$ cat src/rtl/key_capture_pkg.sv
// Shared types and helpers for the key code capture path.
package key_capture_pkg;

    localparam int unsigned CODE_W = 3;

    typedef enum logic [1:0] {IDLE, SETTLE, HOLD, RELEASE} kc_state_t;

    // Encoder Q is active-low, so the true index is its complement.
    function automatic logic [CODE_W-1:0] enc2idx(input logic [CODE_W-1:0] q);
        return ~q;
    endfunction

endpackage

$ cat src/rtl/code_fifo.sv
// Small synchronous FIFO with registered pointers and occupancy count.
module code_fifo #(
    parameter int unsigned WIDTH = 3,
    parameter int unsigned DEPTH = 4
) (
    input  logic                     clk,
    input  logic                     rst_n,
    input  logic                     push,
    input  logic [WIDTH-1:0]         wdata,
    input  logic                     pop,
    output logic [WIDTH-1:0]         rdata,
    output logic                     full,
    output logic                     empty,
    output logic [$clog2(DEPTH):0]   count
);

    localparam int unsigned PTR_W = $clog2(DEPTH);

    logic [WIDTH-1:0] mem_q [DEPTH];
    logic [PTR_W-1:0] wr_ptr_q, rd_ptr_q;
    logic [PTR_W:0]   count_q, count_d;
    logic             do_push, do_pop;

    assign full    = (count_q == (PTR_W+1)'(DEPTH));
    assign empty   = (count_q == '0);
    assign do_pop  = pop && !empty;
    // A full FIFO still accepts a push when a pop frees the slot in the same cycle.
    assign do_push = push && (!full || do_pop);

    always_comb begin
        count_d = count_q;
        unique case ({do_push, do_pop})
            2'b10:   count_d = count_q + 1'b1;
            2'b01:   count_d = count_q - 1'b1;
            default: count_d = count_q;
        endcase
    end

    always_ff @(posedge clk or negedge rst_n) begin
        if (!rst_n) begin
            wr_ptr_q <= '0;
            rd_ptr_q <= '0;
            count_q  <= '0;
        end else begin
            if (do_push) wr_ptr_q <= wr_ptr_q + 1'b1;
            if (do_pop)  rd_ptr_q <= rd_ptr_q + 1'b1;
            count_q <= count_d;
        end
    end

    always_ff @(posedge clk) begin
        if (do_push) mem_q[wr_ptr_q] <= wdata;
    end

    // Storage is not reset, so present zero while empty.
    assign rdata = empty ? '0 : mem_q[rd_ptr_q];
    assign count = count_q;

endmodule

$ cat src/rtl/key_code_capture.sv
// Synchronise and debounce the priority encoder outputs and queue one code per press.
// Optional KEY_DROP_CNT_EN adds a saturating drop_count of FIFO overflows.
module key_code_capture
    import key_capture_pkg::*;
#(
    parameter int unsigned SYNC_STAGES  = 2,
    parameter int unsigned DEBOUNCE_CYC = 16,
    parameter int unsigned FIFO_DEPTH   = 4
) (
    input  logic                          clk,
    input  logic                          rst_n,
    input  logic [CODE_W-1:0]             enc_q,
    input  logic                          enc_gs,
    input  logic                          enc_eo,
    output logic [CODE_W-1:0]             code_data,
    output logic                          code_valid,
    input  logic                          code_ready,
    output logic [$clog2(FIFO_DEPTH):0]   fifo_count,
    output logic                          overflow,
    output logic                          err
`ifdef KEY_DROP_CNT_EN
    ,
    output logic [7:0]                    drop_count
`endif
);

    localparam int unsigned CNT_W    = (DEBOUNCE_CYC > 1) ? $clog2(DEBOUNCE_CYC) : 1;
    localparam int unsigned LAST_CNT = (DEBOUNCE_CYC > 1) ? DEBOUNCE_CYC - 2 : 0;
    // The cycle that enters SETTLE/RELEASE already counts as the first stable cycle.
    localparam logic [CNT_W-1:0] CNT_LAST = CNT_W'(LAST_CNT);

    logic [SYNC_STAGES-1:0]             gs_sync_q, eo_sync_q;
    logic [SYNC_STAGES-1:0][CODE_W-1:0] q_sync_q;
    logic                               gs_s, eo_s, pressed, illegal;
    logic [CODE_W-1:0]                  q_s, idx_s;

    kc_state_t         state_q, state_d;
    logic [CNT_W-1:0]  cnt_q, cnt_d;
    logic [CODE_W-1:0] code_lat_q, code_lat_d, push_data;
    logic              fifo_push, fifo_full, fifo_empty, code_pop;
    logic              overflow_q, overflow_d, err_q;

    always_ff @(posedge clk or negedge rst_n) begin
        if (!rst_n) begin
            gs_sync_q <= '1;
            eo_sync_q <= '1;
            q_sync_q  <= '1;
        end else begin
            gs_sync_q <= {gs_sync_q[SYNC_STAGES-2:0], enc_gs};
            eo_sync_q <= {eo_sync_q[SYNC_STAGES-2:0], enc_eo};
            q_sync_q  <= {q_sync_q[SYNC_STAGES-2:0], enc_q};
        end
    end

    assign gs_s    = gs_sync_q[SYNC_STAGES-1];
    assign eo_s    = eo_sync_q[SYNC_STAGES-1];
    assign q_s     = q_sync_q[SYNC_STAGES-1];
    assign idx_s   = enc2idx(q_s);
    assign illegal = !gs_s && !eo_s;
    // An illegal GS/EO combination is treated as "no key pressed".
    assign pressed = !gs_s && eo_s;

    always_comb begin
        state_d    = state_q;
        cnt_d      = cnt_q;
        code_lat_d = code_lat_q;
        fifo_push  = 1'b0;
        push_data  = code_lat_q;
        unique case (state_q)
            IDLE: begin
                if (pressed) begin
                    cnt_d      = '0;
                    code_lat_d = idx_s;
                    if (DEBOUNCE_CYC == 1) begin
                        fifo_push = 1'b1;
                        push_data = idx_s;
                        state_d   = HOLD;
                    end else begin
                        state_d = SETTLE;
                    end
                end
            end
            SETTLE: begin
                if (!pressed) begin
                    state_d = IDLE;
                end else if (idx_s != code_lat_q) begin
                    cnt_d      = '0;
                    code_lat_d = idx_s;
                end else if (cnt_q == CNT_LAST) begin
                    fifo_push = 1'b1;
                    state_d   = HOLD;
                end else begin
                    cnt_d = cnt_q + 1'b1;
                end
            end
            HOLD: begin
                if (!pressed) begin
                    cnt_d   = '0;
                    state_d = (DEBOUNCE_CYC == 1) ? IDLE : RELEASE;
                end
            end
            RELEASE: begin
                if (pressed) begin
                    state_d = HOLD;
                end else if (cnt_q == CNT_LAST) begin
                    state_d = IDLE;
                end else begin
                    cnt_d = cnt_q + 1'b1;
                end
            end
            default: state_d = IDLE;
        endcase
    end

    assign code_pop   = code_valid && code_ready;
    assign overflow_d = fifo_push && fifo_full && !code_pop;

    always_ff @(posedge clk or negedge rst_n) begin
        if (!rst_n) begin
            state_q    <= IDLE;
            cnt_q      <= '0;
            code_lat_q <= '0;
            overflow_q <= 1'b0;
            err_q      <= 1'b0;
        end else begin
            state_q    <= state_d;
            cnt_q      <= cnt_d;
            code_lat_q <= code_lat_d;
            overflow_q <= overflow_d;
            err_q      <= err_q || illegal;
        end
    end

    code_fifo #(
        .WIDTH (CODE_W),
        .DEPTH (FIFO_DEPTH)
    ) u_fifo (
        .clk   (clk),
        .rst_n (rst_n),
        .push  (fifo_push),
        .wdata (push_data),
        .pop   (code_ready),
        .rdata (code_data),
        .full  (fifo_full),
        .empty (fifo_empty),
        .count (fifo_count)
    );

    assign code_valid = !fifo_empty;
    assign overflow   = overflow_q;
    assign err        = err_q;

`ifdef KEY_DROP_CNT_EN
    logic [7:0] drop_count_q;

    always_ff @(posedge clk or negedge rst_n) begin
        if (!rst_n) begin
            drop_count_q <= '0;
        end else if (overflow_d && drop_count_q != 8'hff) begin
            drop_count_q <= drop_count_q + 1'b1;
        end
    end

    assign drop_count = drop_count_q;
`endif

endmodule

$ cat config.mk
export PLATFORM = sky130hd
export DESIGN_NAME = key_code_capture
export DESIGN_NICKNAME = d
export VERILOG_FILES = /design/src/rtl/key_capture_pkg.sv /design/src/rtl/code_fifo.sv /design/src/rtl/key_code_capture.sv
export SDC_FILE = /design/constraint.sdc
export NUM_CORES = 1
export LEC_CHECK = 0
export BUFFER_PORTS_ARGS = -buffer_cell sky130_fd_sc_hd__buf_2
export CAP_MARGIN = 20
export CORE_AREA = 3 3 65 67
export DETAILED_ROUTE_END_ITERATION = 10
export DIE_AREA = 0 0 68 70
export PLACE_DENSITY = 0.67
export SYNTH_ARGS = -nofsm -noshare
export SYNTH_HDL_FRONTEND = slang
export SYNTH_SLANG_ARGS = --single-unit
$ cat constraint.sdc
create_clock -name clk -period 3 [get_ports clk]
set_input_delay 0.45 -clock clk [delete_from_list [all_inputs] [get_ports clk]]
set_output_delay 0.45 -clock clk [all_outputs]
set_load 0.005 [all_outputs]
==> results.toml, run 1 <==
[detailed_routing]
final_antenna_violating_net_count = 0
route.detailed.vias_per_inst = 5.53
drc_marker_count_from_the_first_detailed_route_iteration = 82
wl_mm = 3.06
routed_vias = 1161
number_of_design_rule_violations_left_after_detail_routing = 0
firstDrtPassIters = 4
wire_per_inst_um = 14.6

[worst_setup_path]
critical_path.max_stage_delay_ns = 0.44
worstSetupEndpointType = "flip-flop"
crit_buf_inv = 1
path_delay_family = "simple AND/OR/NAND/NOR gates"
cp.required_ns = 3.16
critical_path.startpoint_type = "flip-flop"
worst_ep_arrival_time_ns = 2.73
critical_path.cell_chain = "inv_1 > ha_1 > and4_4 > nor4b_4 > and2_2 > nor2_1 > fa_1 > nand2b_1 > o221ai_1 > o311ai_1"
worst_path_max_delay_cell = "dfrtp_1"
critPathMaxFanout = 6
timing_worst_setup_path_type = "flip-flop to flip-flop"

[place]
post-place-ws_ns = 0.456
place_congestion = 0.848
detailedPlacementHpwl_mm = 2.22
port-buffer-count = 16

[floorplan]
die_h_um = 70
start_util_pct = 49.8
fp.dieW_um = 68
floorplan.die_area_um2 = 4760
fp.coreArea_um2 = 3690
io-pin-count = 17
num_rows = 22

[sta]
final_hold_viol_count = 0
tightest_slew_ns = 0.630
tns_ns = 0
max-slew-margin-rel_pct = 58.0
final_period_minus_worst_setup_slack_ns = 2.57
slew_viol_final = 0
rsz0062_at_grt = "no"
max_freq_ghz = 0.388
setup-violations-final = 0
skew_ns = 0.0114
final_min_period_over_clock_period_pct = 85.8
final.setup.worst_slack_ns = 0.426

[synth]
synth.net_count = 158
avgSynthCellArea_um2 = 12.8
yosys_warnings = 0
post_synth_num_cell_types = 46
post_synth_inst_count = 143
synth-seq-area-share_pct = 58.4
post_synth_edffs = 12
postSynth.asyncResetShare_pct = 70.0
synth_flop_cell = "dfrtp_1"
synth.ff_latch_count = 40
cell_area_after_technology_mapping_um2 = 1840

[global_route]
grt_max_degree = 29
first_global_vias = 1159
globalRouteOverflowTotal = 0
grt_antenna_before_repair = 0
grt_pass1_wl_mm = 5.42
global_route.usage.total_pct = 15.2

[clock_tree]
path_clk_slew_ns = 0.08
cts_root_buf = "clkbuf_8"
cts_sinks = 40
cts_inserted_buffers = 5
cts_tree = "built"
cts.hold.buffers_added = 0
clk_path_buf_depth = 2
postCtsResizedCells = 0
postCtsSetupBuffers = 0
htree_num_levels = 2
insertion_delay_ns = 0.29

[cells_and_area]
multiInputGateArea_um2 = 726
mostFrequentLayoutCell = "dfrtp_1"
final-seq-area_um2 = 1070
antenna_cells = 0
final_layout_size_suffix_gt1_share_pct = 32.1
fill_cells = 301
area.growth.synth_to_final_pct = 12.7
layout.cells.most_common_list = "18 x dfrtp_1, 16 x buf_2, 12 x edfxtp_1, 11 x nand2_1, 10 x dfstp_2"
finalNetCount = 176

[power_and_ir_drop]
leakage_nw = 0.838
power.ir.vdd_worst_uv = 379
p_per_area_nw_per_um2 = 696
finalPower_mw = 1.44

[job]
maxCapViolations = 0

[hold_path]
holdCritPathClass = "primary input to asynchronous set/reset pin"

[outcome]
status = "finished clean"
==> final cells by class <==
type | count | area share, %
Clock buffer | 6 | 3.51
Clock inverter | 2 | 1.69
Inverter | 4 | 0.726
Multi-Input combinational cell | 93 | 35.1
Sequential cell | 40 | 51.9
Tap cell | 48 | 2.90
Timing Repair Buffer | 17 | 4.23
==> layer usage <==
layer	wire, um	share of wire (%)	global-route usage (%)	vias up
met5	0	0	0	-
met4	53	1.7	5.96	0
met3	185	6.0	4.82	4
met2	1580	52	25.2	39
met1	1240	40	18.0	568
li1	-	-	-	550
==> report_power, final <==
group | switching, mW | total [mW] | internal [mW]
clock | 0.176 | 0.423 | 0.247
combinational | 0.141 | 0.310 | 0.169
sequential | 0.0896 | 0.707 | 0.617
total | 0.406 | 1.44 | 1.03
==> path summary, 6_finish.rpt <==
path,cells after the start,slack [ns],end,start
setup reg to reg,10,0.43,u_fifo.count[2],cnt_q[0]
hold / removal,1,0.17,u_fifo.rd_ptr_q[1],rst_n
min in group clk,1,0.26,gs_sync_q[0],enc_gs
hold reg to reg,0,0.36,q_s[2],q_sync_q[2]
max in group asynchronous,1,2.40,code_lat_q[2],rst_n
setup / recovery,10,0.43,u_fifo.count[2],cnt_q[0]
==> state kept, by name, indices dropped and copies added, names as in the netlist, named ones only <==
register         count
cnt_q                4
code_lat_q           3
eo_sync_q            2
err                  1
gs_sync_q            2
overflow             1
q_s                  3
q_sync_q             3
state_q              1
u_fifo.count         3
u_fifo.mem_q        12
u_fifo.rd_ptr_q      2
u_fifo.wr_ptr_q      2
==> stage by stage <==
stage               instances  area (um^2)  hold slack, ns  util [%]
CTS                       210         2070           0.184      56.1
floorplan                 143         1840           0.154         -
detailed placement        202         1960           0.347      53.2
global route              210         2070           0.211      56.1
global placement          202         1960           0.346      53.2
finish                    210         2070           0.174      56.1
==> cell usage after synthesis (all sizes together) (2+ instances only) <==
library cell  number  area share (%)
nor2               6             1.6
xnor2              6             2.9
nand3              4             1.1
and2               8             3.1
a31oi              3             1.4
o22ai              2            0.68
edfxtp            12              20
nand2             11             2.2
and4               2             1.1
a31o               2            0.95
a21oi              8             2.2
ha                 6             4.1
nor3               3             1.1
o21ai              6             1.6
nand2b             3             1.4
and3               2            0.75
mux4               3             3.7
clkbuf             6             1.2
dfstp             10              14
inv                4            0.82
a41oi              2            0.95
dfrtp             18              25
==> cells by family (layout without fill, tap and decap cells) <==
logic type      count (synthesis)  after routing  synth area share (%)
compound gates                 29             29                  10.5
xor+xnor                        7              7                  3.34
fa+ha+maj                       7              7                  5.18
buf+inv                        10             29                  2.04
flops                          40             40                  58.4
mux                             5              5                  5.04
simple gates                   45             45                  15.5
(Power assumes the default switching activity.)
==> run 2: changes to the inputs <==
--- a/config.mk
+++ b/config.mk
@@ -5,8 +5,7 @@
 export SDC_FILE = /design/constraint.sdc
 export NUM_CORES = 1
 export LEC_CHECK = 0
-export BUFFER_PORTS_ARGS = -buffer_cell sky130_fd_sc_hd__buf_2
-export CAP_MARGIN = 20
+export BUFFER_PORTS_ARGS = -buffer_cell sky130_fd_sc_hd__buf_4
 export CORE_AREA = 3 3 65 67
 export DETAILED_ROUTE_END_ITERATION = 10
 export DIE_AREA = 0 0 68 70
==> run 2 against run 1 <==
  * Maximum frequency about the same
  * Flip-flop and latch count unchanged
  * Sequential power about the same
  * Cell count unchanged
  * Critical endpoint is now u_fifo.count[1]
  * Register-to-register slack about the same
  * First-iteration DRC count up 32%
  * Hold slack worse by 0.11 ns
  * Worst setup slack better by 0.0024 ns
  * Sequential share of layout area down 1.1 points
  * Design area up 2.1%
  * Die area unchanged
  * Global-route usage down 0.39 points
==> results.toml, run 2 (synthesis gave the netlist of run 1 again) <==
[outcome]
status = "finished clean"

[clock_tree]
cts_root_buf = "clkbuf_8"
htree_num_levels = 2
insertion_delay_ns = 0.29
postCtsSetupBuffers = 0
cts.hold.buffers_added = 0
postCtsResizedCells = 0
cts_tree = "built"
path_clk_slew_ns = 0.08
clk_path_buf_depth = 2
cts_inserted_buffers = 5
cts_sinks = 40

[cells_and_area]
layout_top_registers = "u_fifo.mem_q x12, cnt_q x4"
area.growth.synth_to_final_pct = 15.1
fill_cells = 319
layout.core_utilization_pct = 57.3
largest_register_ff_count = 12
layout.cells.most_common_list = "18 x dfrtp_1, 17 x buf_4, 12 x edfxtp_1, 11 x nand2_1, 10 x dfstp_2"
final_layout_size_suffix_gt1_share_pct = 32.7
final-seq-area_um2 = 1070
largest_register = "u_fifo.mem_q"
mostFrequentLayoutCell = "dfrtp_1"
stdcell_area_um2 = 2110
finalNetCount = 176
multiInputGateArea_um2 = 726
antenna_cells = 0

[detailed_routing]
drc_marker_count_from_the_first_detailed_route_iteration = 108
number_of_design_rule_violations_left_after_detail_routing = 0
routed_vias = 1172
route.detailed.vias_per_inst = 5.58
final_antenna_violating_net_count = 0
wire_per_inst_um = 14.8
wl_mm = 3.10
firstDrtPassIters = 4

[global_route]
first_global_vias = 1157
grt_pass1_wl_mm = 5.31
grt_max_degree = 29
globalRouteOverflowTotal = 0
grt_antenna_before_repair = 0
global_route.usage.total_pct = 14.8

[floorplan]
fp.coreArea_um2 = 3690
floorplan.die_area_um2 = 4760
start_util_pct = 49.8
num_rows = 22
die_h_um = 70
fp.dieW_um = 68
io-pin-count = 17

[power_and_ir_drop]
p_per_area_nw_per_um2 = 700
switchingPower_mw = 0.419
sw_frac_of_total_pct = 28.4
power_share_of_the_sequential_group_pct = 47.9
cell_internal_pwr_mw = 1.06
pwr-share-comb_pct = 22.8
leakage_nw = 0.851
power.ir.vdd_worst_uv = 307
power_share_of_the_clock_group_pct = 29.3

[sta]
holdWs_ns = 0.0615
final_period_minus_worst_setup_slack_ns = 2.57
tightest_slew_ns = 0.513
max-slew-margin-rel_pct = 65.5
rsz0062_at_grt = "no"
skew_ns = 0.00668
final.setup.worst_slack_ns = 0.428
slew_viol_final = 0
tns_ns = 0
setup-violations-final = 0
max_freq_ghz = 0.389
final_hold_viol_count = 0
final_min_period_over_clock_period_pct = 85.7

[place]
placement.cell_area_um2 = 2000
port-buffer-count = 16
place_congestion = 0.876
post-place-ws_ns = 0.445
detailedPlacementHpwl_mm = 2.23

[worst_setup_path]
cp.required_ns = 3.23
critical_path.startpoint_type = "flip-flop"
worst_ep_arrival_time_ns = 2.80
critPathMaxFanout = 6
worstSetupEndpointType = "flip-flop"
timing_worst_setup_path_type = "flip-flop to flip-flop"

[job]
maxCapViolations = 0

[hold_path]
holdCritPathClass = "primary input to asynchronous set/reset pin"
[run 2: cell type report]
cell class | instances | area share [%]
inverters | 4 | 0.710
clock inverters | 3 | 2.01
well taps | 48 | 2.84
clock buffers | 5 | 3.26
multi-input cells | 93 | 34.3
repair buffers | 17 | 6.04
flip-flops and latches | 40 | 50.8
[run 2: per-stage QoR]
step / power, mW / std cells
2_1_floorplan: 0.929 / 143
3_3_place_gp: 1.04 / 202
3_5_place_dp: 1.06 / 202
4_1_cts: 1.49 / 210
5_1_grt: 1.57 / 210
6_report: 1.48 / 210
[run 2: layer usage]
layer | wire (um) | part of all wire (%) | vias to the layer above | track usage (%)
met4 | 40 | 1.3 | 0 | 5.52
met2 | 1590 | 51 | 45 | 23.4
met1 | 1260 | 41 | 570 | 18.2
met5 | 0 | 0 | - | 0
met3 | 214 | 6.9 | 6 | 5.47
li1 | - | - | 551 | -
[run 2: path summary, 6_finish.rpt]
path / start / cells past startpoint / to / slack, ns
hold / removal: rst_n / 1 / u_fifo.rd_ptr_q[0] / 0.06
hold reg to reg: q_sync_q[1] / 0 / q_s[1] / 0.36
min in group clk: enc_q[0] / 1 / q_sync_q[0] / 0.27
max in group asynchronous: rst_n / 1 / q_s[2] / 2.62
setup / recovery: cnt_q[0] / 11 / u_fifo.count[1] / 0.43
setup reg to reg: cnt_q[0] / 11 / u_fifo.count[1] / 0.43
[run 2: power by group through the flow]
stage	registers, mW	logic [mW]	clock network (mW)
after floorplan	0.677	0.252	0
after global placement	0.716	0.325	0
after detailed placement	0.720	0.339	0
after CTS	0.709	0.340	0.444
after global routing	0.723	0.379	0.470
final	0.708	0.337	0.433
[run 2: worst max-delay path: stages (launching register included)]
cell and delay (ns):
dfrtp_1 0.45, inv_1 0.11, ha_1 0.21, and4_4 0.27
nor4b_4 0.20, and2_2 0.22, nor2_1 0.06, fa_1 0.55
nand2_1 0.07, a211oi_1 0.21, a31oi_1 0.07, nand4_1 0.09
